### config.mk
export PLATFORM = sky130hd
export DESIGN_NAME = stroke_interpolator
export DESIGN_NICKNAME = d
export VERILOG_FILES = /design/src/rtl/stroke_interpolator.sv
export SDC_FILE = /design/constraint.sdc
export NUM_CORES = 1
export LEC_CHECK = 0
export ABC_CLOCK_PERIOD_IN_PS = 7000
export CAP_MARGIN = 20
export CORE_MARGIN = 3
export CORE_UTILIZATION = 50
export DETAILED_ROUTE_END_ITERATION = 8
export MAX_ROUTING_LAYER = met4
export PLACE_DENSITY = 0.68
export SYNTH_ARGS = -nofsm -noshare
export SYNTH_HDL_FRONTEND = slang
export SYNTH_SLANG_ARGS = --single-unit
### constraint.sdc
create_clock -name pixel_clk_in -period 7 [get_ports pixel_clk_in]
set_input_delay 1.05 -clock pixel_clk_in [delete_from_list [all_inputs] [get_ports pixel_clk_in]]
set_output_delay 1.05 -clock pixel_clk_in [all_outputs]
set_load 0.005 [all_outputs]
### src/rtl/stroke_interpolator.sv
// Brush-position driver for the frame buffer: walks a Bresenham line toward each
// accepted cursor sample, one pixel per video frame, or jumps there when the pen is up.
module stroke_interpolator #(
    parameter int H_RES = 640,
    parameter int V_RES = 360
) (
    input  logic       pixel_clk_in,
    input  logic       rst_in,
    input  logic       nf_in,
    input  logic       sample_valid_in,
    output logic       sample_ready_out,
    input  logic [9:0] sample_x_in,
    input  logic [8:0] sample_y_in,
    input  logic       pen_down_in,
    output logic [9:0] x_out,
    output logic [8:0] y_out,
    output logic       draw_out,
    output logic       busy_out
);

    // Handshake: a sample transfers on a clock edge where sample_valid_in and
    // sample_ready_out are both high; the source holds valid and data until then.
    typedef enum logic [1:0] {
        IDLE = 2'd0,
        JUMP = 2'd1,
        LINE = 2'd2
    } state_t;

    localparam logic [9:0] X_MAX = 10'(H_RES - 1);
    localparam logic [8:0] Y_MAX = 9'(V_RES - 1);

    state_t state;
    state_t state_next;

    logic has_prev;
    logic pen_r;
    logic [9:0] tx_r;
    logic [8:0] ty_r;
    logic signed [11:0] dx_r;
    logic signed [11:0] dy_r;
    logic signed [11:0] err_r;
    logic sx_neg_r;
    logic sy_neg_r;

    logic accept;
    logic [9:0] tx_c;
    logic [8:0] ty_c;
    logic same_pos;

    logic signed [10:0] ddx;
    logic signed [10:0] ddy;
    logic signed [10:0] adx;
    logic signed [10:0] ady;
    logic signed [10:0] ndy;
    logic signed [11:0] dx_c;
    logic signed [11:0] dy_c;
    logic signed [11:0] err_c;

    logic signed [12:0] e2;
    logic signed [12:0] dx_13;
    logic signed [12:0] dy_13;
    logic step_x;
    logic step_y;
    logic signed [11:0] err_step;
    logic [9:0] x_step;
    logic [8:0] y_step;
    logic line_done;

    assign accept   = sample_valid_in && sample_ready_out;
    assign tx_c     = (sample_x_in > X_MAX) ? X_MAX : sample_x_in;
    assign ty_c     = (sample_y_in > Y_MAX) ? Y_MAX : sample_y_in;
    assign same_pos = (tx_c == x_out) && (ty_c == y_out);

    // Line setup is taken from the live brush position in the acceptance cycle,
    // so the first step can happen on the very next nf_in.
    always_comb begin
        ddx   = $signed({1'b0, tx_c}) - $signed({1'b0, x_out});
        ddy   = $signed({2'b00, ty_c}) - $signed({2'b00, y_out});
        adx   = ddx[10] ? -ddx : ddx;
        ady   = ddy[10] ? -ddy : ddy;
        ndy   = -ady;
        dx_c  = $signed({adx[10], adx});
        dy_c  = $signed({ndy[10], ndy});
        err_c = dx_c + dy_c;
    end

    always_comb begin
        e2       = $signed({err_r, 1'b0});
        dx_13    = $signed({dx_r[11], dx_r});
        dy_13    = $signed({dy_r[11], dy_r});
        step_x   = (e2 >= dy_13);
        step_y   = (e2 <= dx_13);
        err_step = err_r;
        if (step_x) begin
            err_step = err_step + dy_r;
        end
        if (step_y) begin
            err_step = err_step + dx_r;
        end

        x_step = x_out;
        if (step_x) begin
            if (sx_neg_r) begin
                x_step = (x_out == 10'd0) ? 10'd0 : x_out - 10'd1;
            end else begin
                x_step = (x_out == X_MAX) ? X_MAX : x_out + 10'd1;
            end
        end

        y_step = y_out;
        if (step_y) begin
            if (sy_neg_r) begin
                y_step = (y_out == 9'd0) ? 9'd0 : y_out - 9'd1;
            end else begin
                y_step = (y_out == Y_MAX) ? Y_MAX : y_out + 9'd1;
            end
        end

        line_done = (x_step == tx_r) && (y_step == ty_r);
    end

    always_ff @(posedge pixel_clk_in) begin
        if (!rst_in) begin
            state <= IDLE;
        end else begin
            state <= state_next;
        end
    end

    always_comb begin
        state_next = state;
        case (state)
            IDLE: begin
                if (accept) begin
                    if (!pen_down_in || !has_prev) begin
                        state_next = JUMP;
                    end else if (!same_pos) begin
                        state_next = LINE;
                    end else begin
                        state_next = IDLE;
                    end
                end
            end
            JUMP: begin
                if (nf_in) begin
                    state_next = IDLE;
                end
            end
            LINE: begin
                if (nf_in && line_done) begin
                    state_next = IDLE;
                end
            end
            default: state_next = IDLE;
        endcase
    end

    always_comb begin
        sample_ready_out = (state == IDLE);
        busy_out         = (state != IDLE);
    end

    // Brush outputs move only on nf_in edges so each frame sees one stable disc.
    always_ff @(posedge pixel_clk_in) begin
        if (!rst_in) begin
            x_out    <= 10'd0;
            y_out    <= 9'd0;
            draw_out <= 1'b0;
            has_prev <= 1'b0;
            pen_r    <= 1'b0;
            tx_r     <= 10'd0;
            ty_r     <= 9'd0;
            dx_r     <= 12'sd0;
            dy_r     <= 12'sd0;
            err_r    <= 12'sd0;
            sx_neg_r <= 1'b0;
            sy_neg_r <= 1'b0;
        end else begin
            if (accept) begin
                tx_r     <= tx_c;
                ty_r     <= ty_c;
                pen_r    <= pen_down_in;
                dx_r     <= dx_c;
                dy_r     <= dy_c;
                err_r    <= err_c;
                sx_neg_r <= ddx[10];
                sy_neg_r <= ddy[10];
            end
            case (state)
                JUMP: begin
                    if (nf_in) begin
                        x_out    <= tx_r;
                        y_out    <= ty_r;
                        draw_out <= pen_r;
                        has_prev <= pen_r;
                    end
                end
                LINE: begin
                    if (nf_in) begin
                        x_out    <= x_step;
                        y_out    <= y_step;
                        err_r    <= err_step;
                        draw_out <= 1'b1;
                    end
                end
                default: begin
                end
            endcase
        end
    end

endmodule
# After elaboration in Yosys (flattened, before gate mapping)
# Index checks and enable logic that the tools add are counted.
# W data, S select, Z words.
[totals] ff_bits=79 latch_bits=0 ram_bits=0 rom_bits=0 in_bits=24 word_cells=88 mem_count=0
[op_classes] addsub=12 multipliers=0 div=0 n_lt_le_gt_ge=4 n_eq_ne=12 shifts=0 n_mux=32 n_bitwise=0 n_reduce_logical=15
[ops] op="$mux W10" n=7
[ops] op="$mux W9" n=7
[ops] op="$mux W12" n=5
[ops] op="$add A12 B11 Y12" n=2
[ops] op="$mux W11" n=2
[ops] op="$neg A11 Y11" n=2
[ops] op="$eq A10 B10 Y1" n=2
[ops] op="$pmux W10 S2" n=1
[ops] op="$eq A9 B9 Y1" n=2
[ops] op="$pmux W9 S2" n=1
[ops] op="$ge A13 B11 Y1" n=1
[ops] op="$le A13 B11 Y1" n=1
[ops] op="$add A11 B11 Y12" n=1
[ops] op="$neg A10 Y11" n=1
[ops] op="$sub A10 B10 Y11" n=1
[ops] op="$add A10 B1 Y10 const B" n=1
[ops] op="$eq A10 B10 Y1 const B" n=1
[ops] op="$gt A10 B10 Y1 const B" n=1
[ops] op="$logic_not A10 Y1" n=1
[ops] op="$mux W2" n=5
[ops] op="$sub A10 B1 Y10 const B" n=1
[ops] op="$sub A9 B9 Y10" n=1
[ops] op="$add A9 B1 Y9 const B" n=1
[ops] op="$eq A9 B9 Y1 const B" n=1
[ops] op="17 further kinds" n=26

# Longest topological paths before layout
[logic_depth] ltp_word=10 mapped_depth=24 depth_no_buf=23

# Worst setup path after synthesis
# No wires, ideal clock.
[synth_timing] kind="input -> register" from="input port sample_y_in[4]" to="register err_r[11]" setup_time_ns=0.058 t_arrival_ns=5.789 setup_slack_ns=1.152 stages=24 path_buffers=1 cell_sequence="o211a_1 o21ai_0 nor2b_1 inv_1 ha_1 and2b_1 o2111a_1 nor4_1 o21ai_1 buf_2 nor2_1 a21oi_1 xnor2_1 inv_1 ha_1 a21o_1 a21oi_1 o21ai_0 a2111o_1 a41oi_1 o211ai_1 and3_1 o21ai_0 o211a_1"
[synth_between] elab_chain_len=10
[synth_rtl] item="start, declared" line_no="13" text="input logic [8:0] sample_y_in,"
[synth_rtl] item="$gt A9 B9 Y1 (*)" line_no="71" text="assign ty_c = (sample_y_in > Y_MAX) ? Y_MAX : sample_y_in;"
[synth_rtl] item="$mux W9 (*)" line_no="71"
[synth_rtl] item="net ty_c[1]" line_no="47" text="logic [8:0] ty_c;"
[synth_rtl] item="$sub A9 B9 Y10 (*)" line_no="78" text="ddy = $signed({2'b00, ty_c}) - $signed({2'b00, y_out});"
[synth_rtl] item="$neg A10 Y11" line_no="80" text="ady = ddy[10] ? -ddy : ddy;"
[synth_rtl] item="$mux W11 (*)" line_no="80"
[synth_rtl] item="$neg A11 Y11 (*)" line_no="81" text="ndy = -ady;"
[synth_rtl] item="net ndy[1]" line_no="54" text="logic signed [10:0] ndy;"
[synth_rtl] item="$add A11 B11 Y12 (*)" line_no="84" text="err_c = dx_c + dy_c;"
[synth_rtl] item="$mux W12 (*)" line_no="179" text="if (accept) begin"
[synth_rtl] item="$mux W12" line_no="199" text="if (nf_in) begin"
[synth_rtl] item="$mux W12 (*)" line_no="189" text="case (state)"
[synth_rtl] item="end signal, assigned" line_no="185" text="err_r <= err_c;"
[synth_rtl] item="end signal, assigned" line_no="202" text="err_r <= err_step;"
[synth_rtl] item="end, declared" line_no="41" text="logic signed [11:0] err_r;"
# The timed path passes the listed nets; every way through them passes the cells marked *.
# A chain may end at the register's enable or synchronous reset.

# Worst setup path in the final report
# Same ends and word-level chain as after synthesis.

==> results.toml <==
[outcome]
outcome = "completed"

[clock_network]
hold_buffers = 0
numCtsBuffers = 9
cts-resized-gates = 0
cts_setup_buffers = 0
clock-sinks = 79
cts.path.max_buffers = 2
clk_latency_ns = 0.36
cts_max_level = 3
clockRootBuffer = "clkbuf_16"
clk_pin_slew_worst_paths_ns = 0.07
cts_tree = "done"

[floorplan]
initial_core_util_pct = 51.9
core-area_mm2 = 0.0168
num_rows = 47
die_h_um = 138
dieArea_mm2 = 0.0191
die_width_um = 138
ioPinCount = 46

[cells_and_area]
final_nets = 1302
final_common_cell = "nor2_1"
final_cell_mix = "132 x nor2_1, 112 x nand2_1, 96 x a21oi_1"
area_delta_synth_final_pct = 9.61
stdcell_area_mm2 = 0.00956
antenna_cells = 0
num-fill-cells = 1633
drive_gt1_share_pct = 5.36

[synthesis]
synthArstFlopShare_pct = 0
ys_seq_area_share_pct = 18.1
netlist_area_mm2 = 0.00872
syn_nets = 1301
syn-instance-count = 1188
postSynthAreaPerCell_um2 = 7.34
ys_seq_elements = 79
yosysWarnings = 0
synth_top_flop_cell = "dfxtp_1"
synth_cell_types = 89
synth-edff-count = 0

[global_route]
grt_pass1_wl_mm = 43.3
grt_pass1_vias = 8172
overflow = 0
grt_max_degree = 64
antenna_found_initial = 0
grtUsageTotal_pct = 28.2

[place]
gp_congestion = 0.954
hpwl_mm = 20.4
placed_cell_area_mm2 = 0.00925
io_buffer_count = 45

[sta]
clock_skew_ns = 0.00953
slew_viol_final = 0
min_period_ns = 6.07
finalSetupTns_ns = 0
setup_viol = 0
fmax_ghz = 0.165
grt_setup_unrepaired = "no"
tightestPinTransition_ns = 0.865
fin_crit_sh_pct = 86.7
hold_viol_final = 0
max-slew-margin-rel_pct = 42.3

[pwr]
powerDensity_mw_per_mm2 = 260
ir_worst_vdd_mv = 0.173
p_leak_nw = 3.83

[routing]
drc = 0
wl_per_cell_um = 19.0
drtAntennaViolNets = 0
drt-initial-drc-count = 659
vias_per_cell = 6.23
dr.pass1.iters = 5
wl_mm = 26.9
num_vias = 8807

[min_path]
hp-class = "reg2reg"

[job]
drv_cap = 0

[worst_setup_path]
worstPathRequired_ns = 7.30
worstPathArrival_ns = 6.37
endpoint_kind = "flop"
crit_type = "in2reg"
cp_slowest_cell = "a2111o_1"
critPathMostFrequentCell = "o21ai_0"
crit_path_max_fanout = 7
critPathMaxStageDelay_ns = 0.46
worst_setup_path_start_kind = "input pin"
==> report_power, final <==
group | switching (mW) | internal, mW
sequential | 0.0745 | 0.497
clock | 0.205 | 0.312
combinational | 0.843 | 0.555
total | 1.12 | 1.36
==> metrics by stage <==
stage / power [mW] / cells / setup WS (ns) / utilization, % / hold slack, ns
finish: 2.49 / 1413 / 0.929 / 56.8 / 0.493
global route: 2.67 / 1413 / 0.527 / 56.8 / 0.518
CTS: 2.47 / 1413 / 0.951 / 56.8 / 0.491
detailed placement: 1.95 / 1398 / 0.610 / 55.0 / 0.482
global placement: 1.94 / 1398 / 0.727 / 55.0 / 0.473
floorplan: 1.61 / 1188 / 1.15 / - / 0.449
==> final timing paths <==
| check | from | endpoint | slack (ns) | cells after the start |
|---|---|---|---|---|
| setup / recovery | sample_y_in[4] | err_r[11] | 0.93 | 25 |
| hold / removal | pen_r | pen_r | 0.49 | 2 |
| setup reg to reg | dy_r[10] | err_r[10] | 1.44 | 18 |
| hold reg to reg | pen_r | pen_r | 0.49 | 2 |
==> worst max-delay path: cells and delay by family <==
family          cells  cell delay [ns]
buf+inv             4             0.74
xor+xnor            1             0.31
simple gates        5             1.11
fa+ha+maj           2             0.57
compound gates     13             2.60
==> cell type report <==
| cell class | count | area [µm²] | area share [%] |
|---|---|---|---|
| multi-input cells | 967 | 6570 | 68.8 |
| well taps | 220 | 275 | 2.88 |
| inverters | 76 | 285 | 2.98 |
| clock buffers | 10 | 229 | 2.40 |
| flip-flops and latches | 79 | 1580 | 16.5 |
| repair buffers | 56 | 533 | 5.58 |
| clock inverters | 5 | 82.6 | 0.864 |
==> registers in the layout, indices dropped and copies added (netlist names) <==
name      flops
err_r        12
dx_r         11
dy_r         11
tx_r         10
x_out        10
ty_r          9
y_out         9
state         2
draw_out      1
has_prev      1
pen_r         1
sx_neg_r      1
sy_neg_r      1
==> per-layer routing <==
layer / GRT usage [%] / up-vias / share of wire (%)
met5: - / - / 0
met4: 7.85 / 0 / 2.1
met3: 3.90 / 42 / 5.9
met2: 45.5 / 337 / 47
met1: 37.3 / 4113 / 45
li1: - / 4315 / -
==> cells in the mapped netlist (all sizes together) (18+ instances only) <==
| library cell | number | area share, % |
|---|---|---|
| ha | 84 | 12 |
| o21a | 21 | 1.8 |
| nand3 | 29 | 1.7 |
| xnor2 | 48 | 5.0 |
| clkbuf | 42 | 1.8 |
| nor2 | 132 | 5.7 |
| nor2b | 18 | 1.3 |
| a21oi | 96 | 5.5 |
| buf | 24 | 1.5 |
| a211oi | 36 | 3.4 |
| nand4 | 21 | 1.9 |
| nand2 | 114 | 5.0 |
| xor2 | 27 | 2.9 |
| dfxtp | 79 | 18 |
| nor3 | 38 | 2.2 |
| o21ai | 59 | 3.5 |
| inv | 74 | 3.2 |
==> kinds of logic after synthesis <==
group / synth area share [%]
AO/OA/AOI/OAI: 27.9
XOR/XNOR: 7.88
adder cells (fa/ha/maj): 13.2
buffers and inverters: 6.57
flip-flops: 18.1
multiplexers: 2.21
AND/OR/NAND/NOR: 24.1
Note: power is estimated with default switching activity, not from simulation.
